### src/rtl/acc_pkg.sv
// ============================================================================
//  Module      : acc_pkg
//  Description : Shared types and default constants for the accumulator/flag
//                register stage (operation codes, FSM states, widths).
//  Revision    : 1.0  initial release
// ============================================================================
`default_nettype none

package acc_pkg;

    localparam int NUM_BITS = 8;
    localparam int CNT_W    = 4;

    typedef enum logic [1:0] {
        LOAD = 2'd0,
        ADD  = 2'd1,
        SUB  = 2'd2,
        CLR  = 2'd3
    } op_e;

    typedef enum logic [1:0] {
        IDLE = 2'd0,
        EXEC = 2'd1,
        DONE = 2'd2
    } state_e;

endpackage : acc_pkg

`default_nettype wire

### src/rtl/acc_alu.sv
// ============================================================================
//  Module      : acc_alu
//  Description : Combinational next-accumulator logic. Add/sub are done one
//                bit wider than the operands so the true result is always
//                representable; overflow is a disagreement between the two
//                top bits of the widened result.
//                SATURATION_EN : clamp overflowing results instead of wrapping.
//  Revision    : 1.0  initial release
// ============================================================================
`default_nettype none

module acc_alu
    import acc_pkg::*;
#(
    parameter int NUM_BITS = acc_pkg::NUM_BITS
) (
    input  logic [NUM_BITS-1:0] acc,
    input  logic [NUM_BITS-1:0] in_data,
    input  op_e                 op,
    output logic [NUM_BITS-1:0] next_acc,
    output logic                next_v
);

`ifdef SATURATION_EN
    localparam logic [NUM_BITS-1:0] c_sat_max = {1'b0, {(NUM_BITS-1){1'b1}}};
    localparam logic [NUM_BITS-1:0] c_sat_min = {1'b1, {(NUM_BITS-1){1'b0}}};
`endif

    logic [NUM_BITS:0] w_acc_x;
    logic [NUM_BITS:0] w_data_x;
    logic [NUM_BITS:0] w_res;
    logic              w_ovf;

    // Sign-extend both operands by one bit; SUB is a direct subtraction so
    // subtracting the most negative value still yields the true result.
    assign w_acc_x  = {acc[NUM_BITS-1], acc};
    assign w_data_x = {in_data[NUM_BITS-1], in_data};

    // Select the widened result, detect overflow and form the new accumulator.
    always_comb begin
        w_res    = w_acc_x + w_data_x;
        if (op == SUB) begin
            w_res = w_acc_x - w_data_x;
        end
        w_ovf    = (w_res[NUM_BITS] != w_res[NUM_BITS-1]);
        next_acc = w_res[NUM_BITS-1:0];
        next_v   = w_ovf;
`ifdef SATURATION_EN
        // The extra top bit carries the true sign of an overflowing result.
        if (w_ovf) begin
            next_acc = w_res[NUM_BITS] ? c_sat_min : c_sat_max;
        end
`endif
        case (op)
            LOAD: begin
                next_acc = in_data;
                next_v   = 1'b0;
            end
            CLR: begin
                next_acc = '0;
                next_v   = 1'b0;
            end
            default: ;
        endcase
    end

endmodule : acc_alu

`default_nettype wire

### src/rtl/acc_flag_reg.sv
// ============================================================================
//  Module      : acc_flag_reg
//  Description : Registered accumulator stage with Z/N/P/V flags and a
//                saturating operation counter. One operand is accepted in
//                IDLE, folded in during EXEC, and the result is held in DONE
//                until downstream takes it.
//                SATURATION_EN : forwarded to acc_alu (clamp on overflow).
//  Revision    : 1.0  initial release
// ============================================================================
`default_nettype none

module acc_flag_reg
    import acc_pkg::*;
#(
    parameter int NUM_BITS = acc_pkg::NUM_BITS,
    parameter int CNT_W    = acc_pkg::CNT_W
) (
    input  logic                clk,
    input  logic                reset,
    input  logic                in_valid,
    output logic                in_ready,
    input  logic [1:0]          in_op,
    input  logic [NUM_BITS-1:0] in_data,
    output logic                out_valid,
    input  logic                out_ready,
    output logic [NUM_BITS-1:0] acc,
    output logic                z,
    output logic                n,
    output logic                p,
    output logic                v,
    output logic [CNT_W-1:0]    count
);

    localparam logic [CNT_W-1:0] c_cnt_max = {CNT_W{1'b1}};

    state_e              r_state;
    state_e              w_state_nxt;
    op_e                 r_op;
    logic [NUM_BITS-1:0] r_data;
    logic [NUM_BITS-1:0] r_acc;
    logic                r_z;
    logic                r_n;
    logic                r_p;
    logic                r_v;
    logic [CNT_W-1:0]    r_count;
    logic [NUM_BITS-1:0] w_next_acc;
    logic                w_next_v;
    logic [CNT_W-1:0]    w_count_nxt;
    logic                w_accept;

    assign in_ready  = (r_state == IDLE);
    assign out_valid = (r_state == DONE);
    assign w_accept  = in_valid && in_ready;

    assign acc   = r_acc;
    assign z     = r_z;
    assign n     = r_n;
    assign p     = r_p;
    assign v     = r_v;
    assign count = r_count;

    acc_alu #(
        .NUM_BITS (NUM_BITS)
    ) u_alu (
        .acc      (r_acc),
        .in_data  (r_data),
        .op       (r_op),
        .next_acc (w_next_acc),
        .next_v   (w_next_v)
    );

    // State register.
    always_ff @(posedge clk) begin
        if (reset) begin
            r_state <= IDLE;
        end else begin
            r_state <= w_state_nxt;
        end
    end

    // Next-state logic: IDLE -> EXEC on handshake, EXEC -> DONE, DONE -> IDLE on out_ready.
    always_comb begin
        w_state_nxt = r_state;
        case (r_state)
            IDLE:    if (w_accept)  w_state_nxt = EXEC;
            EXEC:                   w_state_nxt = DONE;
            DONE:    if (out_ready) w_state_nxt = IDLE;
            default:                w_state_nxt = IDLE;
        endcase
    end

    // Capture the operand and operation on the input handshake.
    always_ff @(posedge clk) begin
        if (reset) begin
            r_op   <= LOAD;
            r_data <= '0;
        end else if (w_accept) begin
            r_op   <= op_e'(in_op);
            r_data <= in_data;
        end
    end

    // Counter next value: CLR restarts it, all other ops count up and stick at max.
    always_comb begin
        w_count_nxt = r_count;
        if (r_op == CLR) begin
            w_count_nxt = '0;
        end else if (r_count != c_cnt_max) begin
            w_count_nxt = r_count + 1'b1;
        end
    end

    // Accumulator, flags and counter change only on the EXEC edge, so DONE holds them.
    always_ff @(posedge clk) begin
        if (reset) begin
            r_acc   <= '0;
            r_z     <= 1'b1;
            r_n     <= 1'b0;
            r_p     <= 1'b1;
            r_v     <= 1'b0;
            r_count <= '0;
        end else if (r_state == EXEC) begin
            r_acc   <= w_next_acc;
            r_z     <= (w_next_acc == '0);
            r_n     <= w_next_acc[NUM_BITS-1];
            r_p     <= ~w_next_acc[0];
            r_v     <= w_next_v;
            r_count <= w_count_nxt;
        end
    end

endmodule : acc_flag_reg

`default_nettype wire

### config.mk
export PLATFORM = sky130hd
export DESIGN_NAME = acc_flag_reg
export DESIGN_NICKNAME = d
export VERILOG_FILES = /design/src/rtl/acc_pkg.sv /design/src/rtl/acc_alu.sv /design/src/rtl/acc_flag_reg.sv
export SDC_FILE = /design/constraint.sdc
export NUM_CORES = 1
export LEC_CHECK = 0
export ABC_AREA = 1
export CAP_MARGIN = 25
export CORE_MARGIN = 8
export CORE_UTILIZATION = 39
export DETAILED_ROUTE_END_ITERATION = 12
export GPL_ROUTABILITY_DRIVEN = 0
export GPL_TIMING_DRIVEN = 0
export RECOVER_POWER = 50
export SYNTH_ARGS = -nofsm -noshare
export SYNTH_HDL_FRONTEND = slang
export SYNTH_SLANG_ARGS = --single-unit
### constraint.sdc
create_clock -name clk -period 7 [get_ports clk]
set_clock_uncertainty 0.15 [all_clocks]
set_input_delay 0.7 -clock clk [delete_from_list [all_inputs] [get_ports clk]]
set_output_delay 0.7 -clock clk [all_outputs]
set_load 0.01 [all_outputs]
==> reports/summary.txt <==
DRC viols: 0
die area: 6940 sq um
cell leakage power: 1.03 nW
final hold vios: 0
per-instance average area after synthesis: 6.61 sq um
Most Frequent Cell on Critical Path: nand2_1
most common cell after layout, fill and taps aside: nand2_1
status: finished clean
number of flops mapped to enable cells by yosys: 0
initial core utilization: 40.5%
Clock Sinks: 27
Resized Gates After CTS: 0
routed vias: 1709
H-tree levels: 1
Max Freq: 345 MHz
initial antenna violation count: 0
crit path cell chain: inv_1, ha_1, clkbuf_1, inv_1, a21oi_1, xnor2_1, inv_1, ha_1, a21o_1, nor2_1, nand2_1, nand2_1, nand2_1, a22oi_1, nand2_1, nand2_1, inv_1
ANT cells: 0
Synth Warn #: 0
routed wire length: 4340 microns
CTS tree: yes
largest net degree at the start of global routing: 16
Worst setup EP type: flip-flop
Area after DPL: 2140 sq um
Post CTS Setup Buffer Count: 0
Syn Inst Count: 267
Detail Route Antenna Nets: 0
IO buf count: 31
hpwl dp: 3540 microns
fillers: 451
crit path launch: r_op[0]
post-cts hold buffer count: 0
Netlist cell types: 33
Mapped Area: 1770 sq um
Vias/cell: 4.83
Rows: 24
DP Worst Slack: 4130 ps
Final Slew Violations: 0
CP top delay family: buffers and inverters
max-cap violation count: 0
CP arrival: 2930 ps
Clock Latency Late Sink: 270 ps
CP startpoint kind: flip-flop
die height: 83.3 microns
fraction of layout cells with a size suffix above 1: 4.97%
Relative slew margins: 67.8%
Total Power: 0.456 mW
routed len/inst: 12.3 microns
fraction of registers with async set/reset: 0%
Max stage delay on crit path: 340 ps
# nets final: 331
core area: 4350 sq um
Slowest cell on crit path: ha_1
1st-iter DRT viols: 70
Congestion Overflow GR: 0
crit path time final: 2900 ps
Tcrit/Tclk final: 41.4%
sequential fraction of the synthesis area: 30.6%
Design Area, Final: 2190 sq um
worst vdd ir: 0.0000840 V
pwr/cell area: 209 nW/um^2
WS Path Type: reg2reg
# IOs: 32
r2r startpoint: r_op[0]
Slew @ Worst Pin: 483 ps
final-report setup violation count: 0
Die Wd: 83.3 microns
GR Util All Layers: 12.9%
setup TNS: 0 ps
area grow syn2layout: 23.8%
Hold Startpoint: z
Data required, critical path: 7030 ps
First-pass DRT Iterations: 4
global-route wire length before repair: 7550 microns
worst setup margin: 4100 ps
clk root buf: clkbuf_8
clock buffer depth: 2
worst-path fanout max: 8
flops & latches, synth: 27
syn nets: 295
Top FF cell, synth: dfxtp_1
HP Class: reg2reg
number of global-route vias before repair: 1595
Clock Pin Slew Worst Setup and Hold Paths: 90 ps
WP buf/inv: 5
commonest non-fill, non-tap cells in the layout: 56 x nand2_1, 41 x inv_1, 34 x nor2_1, 27 x dfxtp_1, 23 x clkdlybuf4s50_1
Num CTS Buffers: 3
RSZ-0062 raised after global routing: no
[flip-flops by register name, summed over array words and instances (netlist names)]
| name | flops |
|---|---|
| acc | 8 |
| count | 4 |
| p | 1 |
| r_data | 8 |
| r_op | 2 |
| r_state | 2 |
| v | 1 |
| z | 1 |
[layout make-up]
class,count,area (sq um),area share [%]
sequential,27,541,24.7
tap,52,65.1,2.98
timing repair buffer,31,310,14.2
buffer,7,35.0,1.60
multi-input combinational,188,1020,46.7
inverter,45,169,7.73
clock inverter,1,5.00,0.229
clock buffer,3,41.3,1.89
[synthesized netlist by cell type, types with 3 or more instances]
master / instances / share of area, %
a21oi_1: 22 / 6.2
clkbuf_1: 3 / 0.64
dfxtp_1: 27 / 31
ha_1: 13 / 9.2
inv_1: 41 / 8.7
inv_2: 4 / 0.85
nand2_1: 56 / 12
nand3_1: 14 / 4.0
nor2_1: 34 / 7.2
o21ai_0: 20 / 5.7
xor2_1: 4 / 2.0
[layer usage]
| metal | wire [microns] | vias up | GRT usage, % | share of wire, % |
|---|---|---|---|---|
| met2 | 1970 | 38 | 20.8 | 45 |
| met4 | 55 | 0 | 4.31 | 1.3 |
| met5 | 0 | - | 0 | 0 |
| met1 | 2080 | 745 | 16.5 | 48 |
| li1 | - | 921 | - | - |
| met3 | 233 | 5 | 2.54 | 5.4 |
[final timing paths]
| check | to | slack (ps) | cells past startpoint |
|---|---|---|---|
| worst min register to register | z | 320 | 2 |
| worst max register to register | acc[7] | 4100 | 17 |
| worst max-delay path | acc[7] | 4100 | 17 |
| worst min-delay path | z | 320 | 2 |
[where the power goes]
part	switching, mW	internal (mW)	total, mW
Clock	0.0492	0.0400	0.0892
Sequential	0.0106	0.165	0.176
Combinational	0.114	0.0770	0.191
[kinds of logic after synthesis]
group	after synthesis	synth area share, %
AO/OA/AOI/OAI	54	17.2
XOR/XNOR	6	2.98
adder cells (fa/ha/maj)	14	10.3
buffers and inverters	52	11.6
flip-flops	27	30.6
AND/OR/NAND/NOR	114	27.2
[through the flow]
| stage | hold WS (ps) | util [%] | instances |
|---|---|---|---|
| detailed placement | 308 | 49.2 | 350 |
| global route | 360 | 50.2 | 354 |
| CTS | 331 | 50.2 | 354 |
| global placement | 306 | 49.2 | 350 |
| finish | 321 | 50.2 | 354 |
| floorplan | 317 | - | 267 |
[tightest hold or removal path: cells and delay by family (launching register included)]
kind | cells | cell delay [ps]
simple gates | 1 | 50
compound gates | 1 | 60
flops | 1 | 330
No activity file was read; power rests on OpenSTA's default activity.
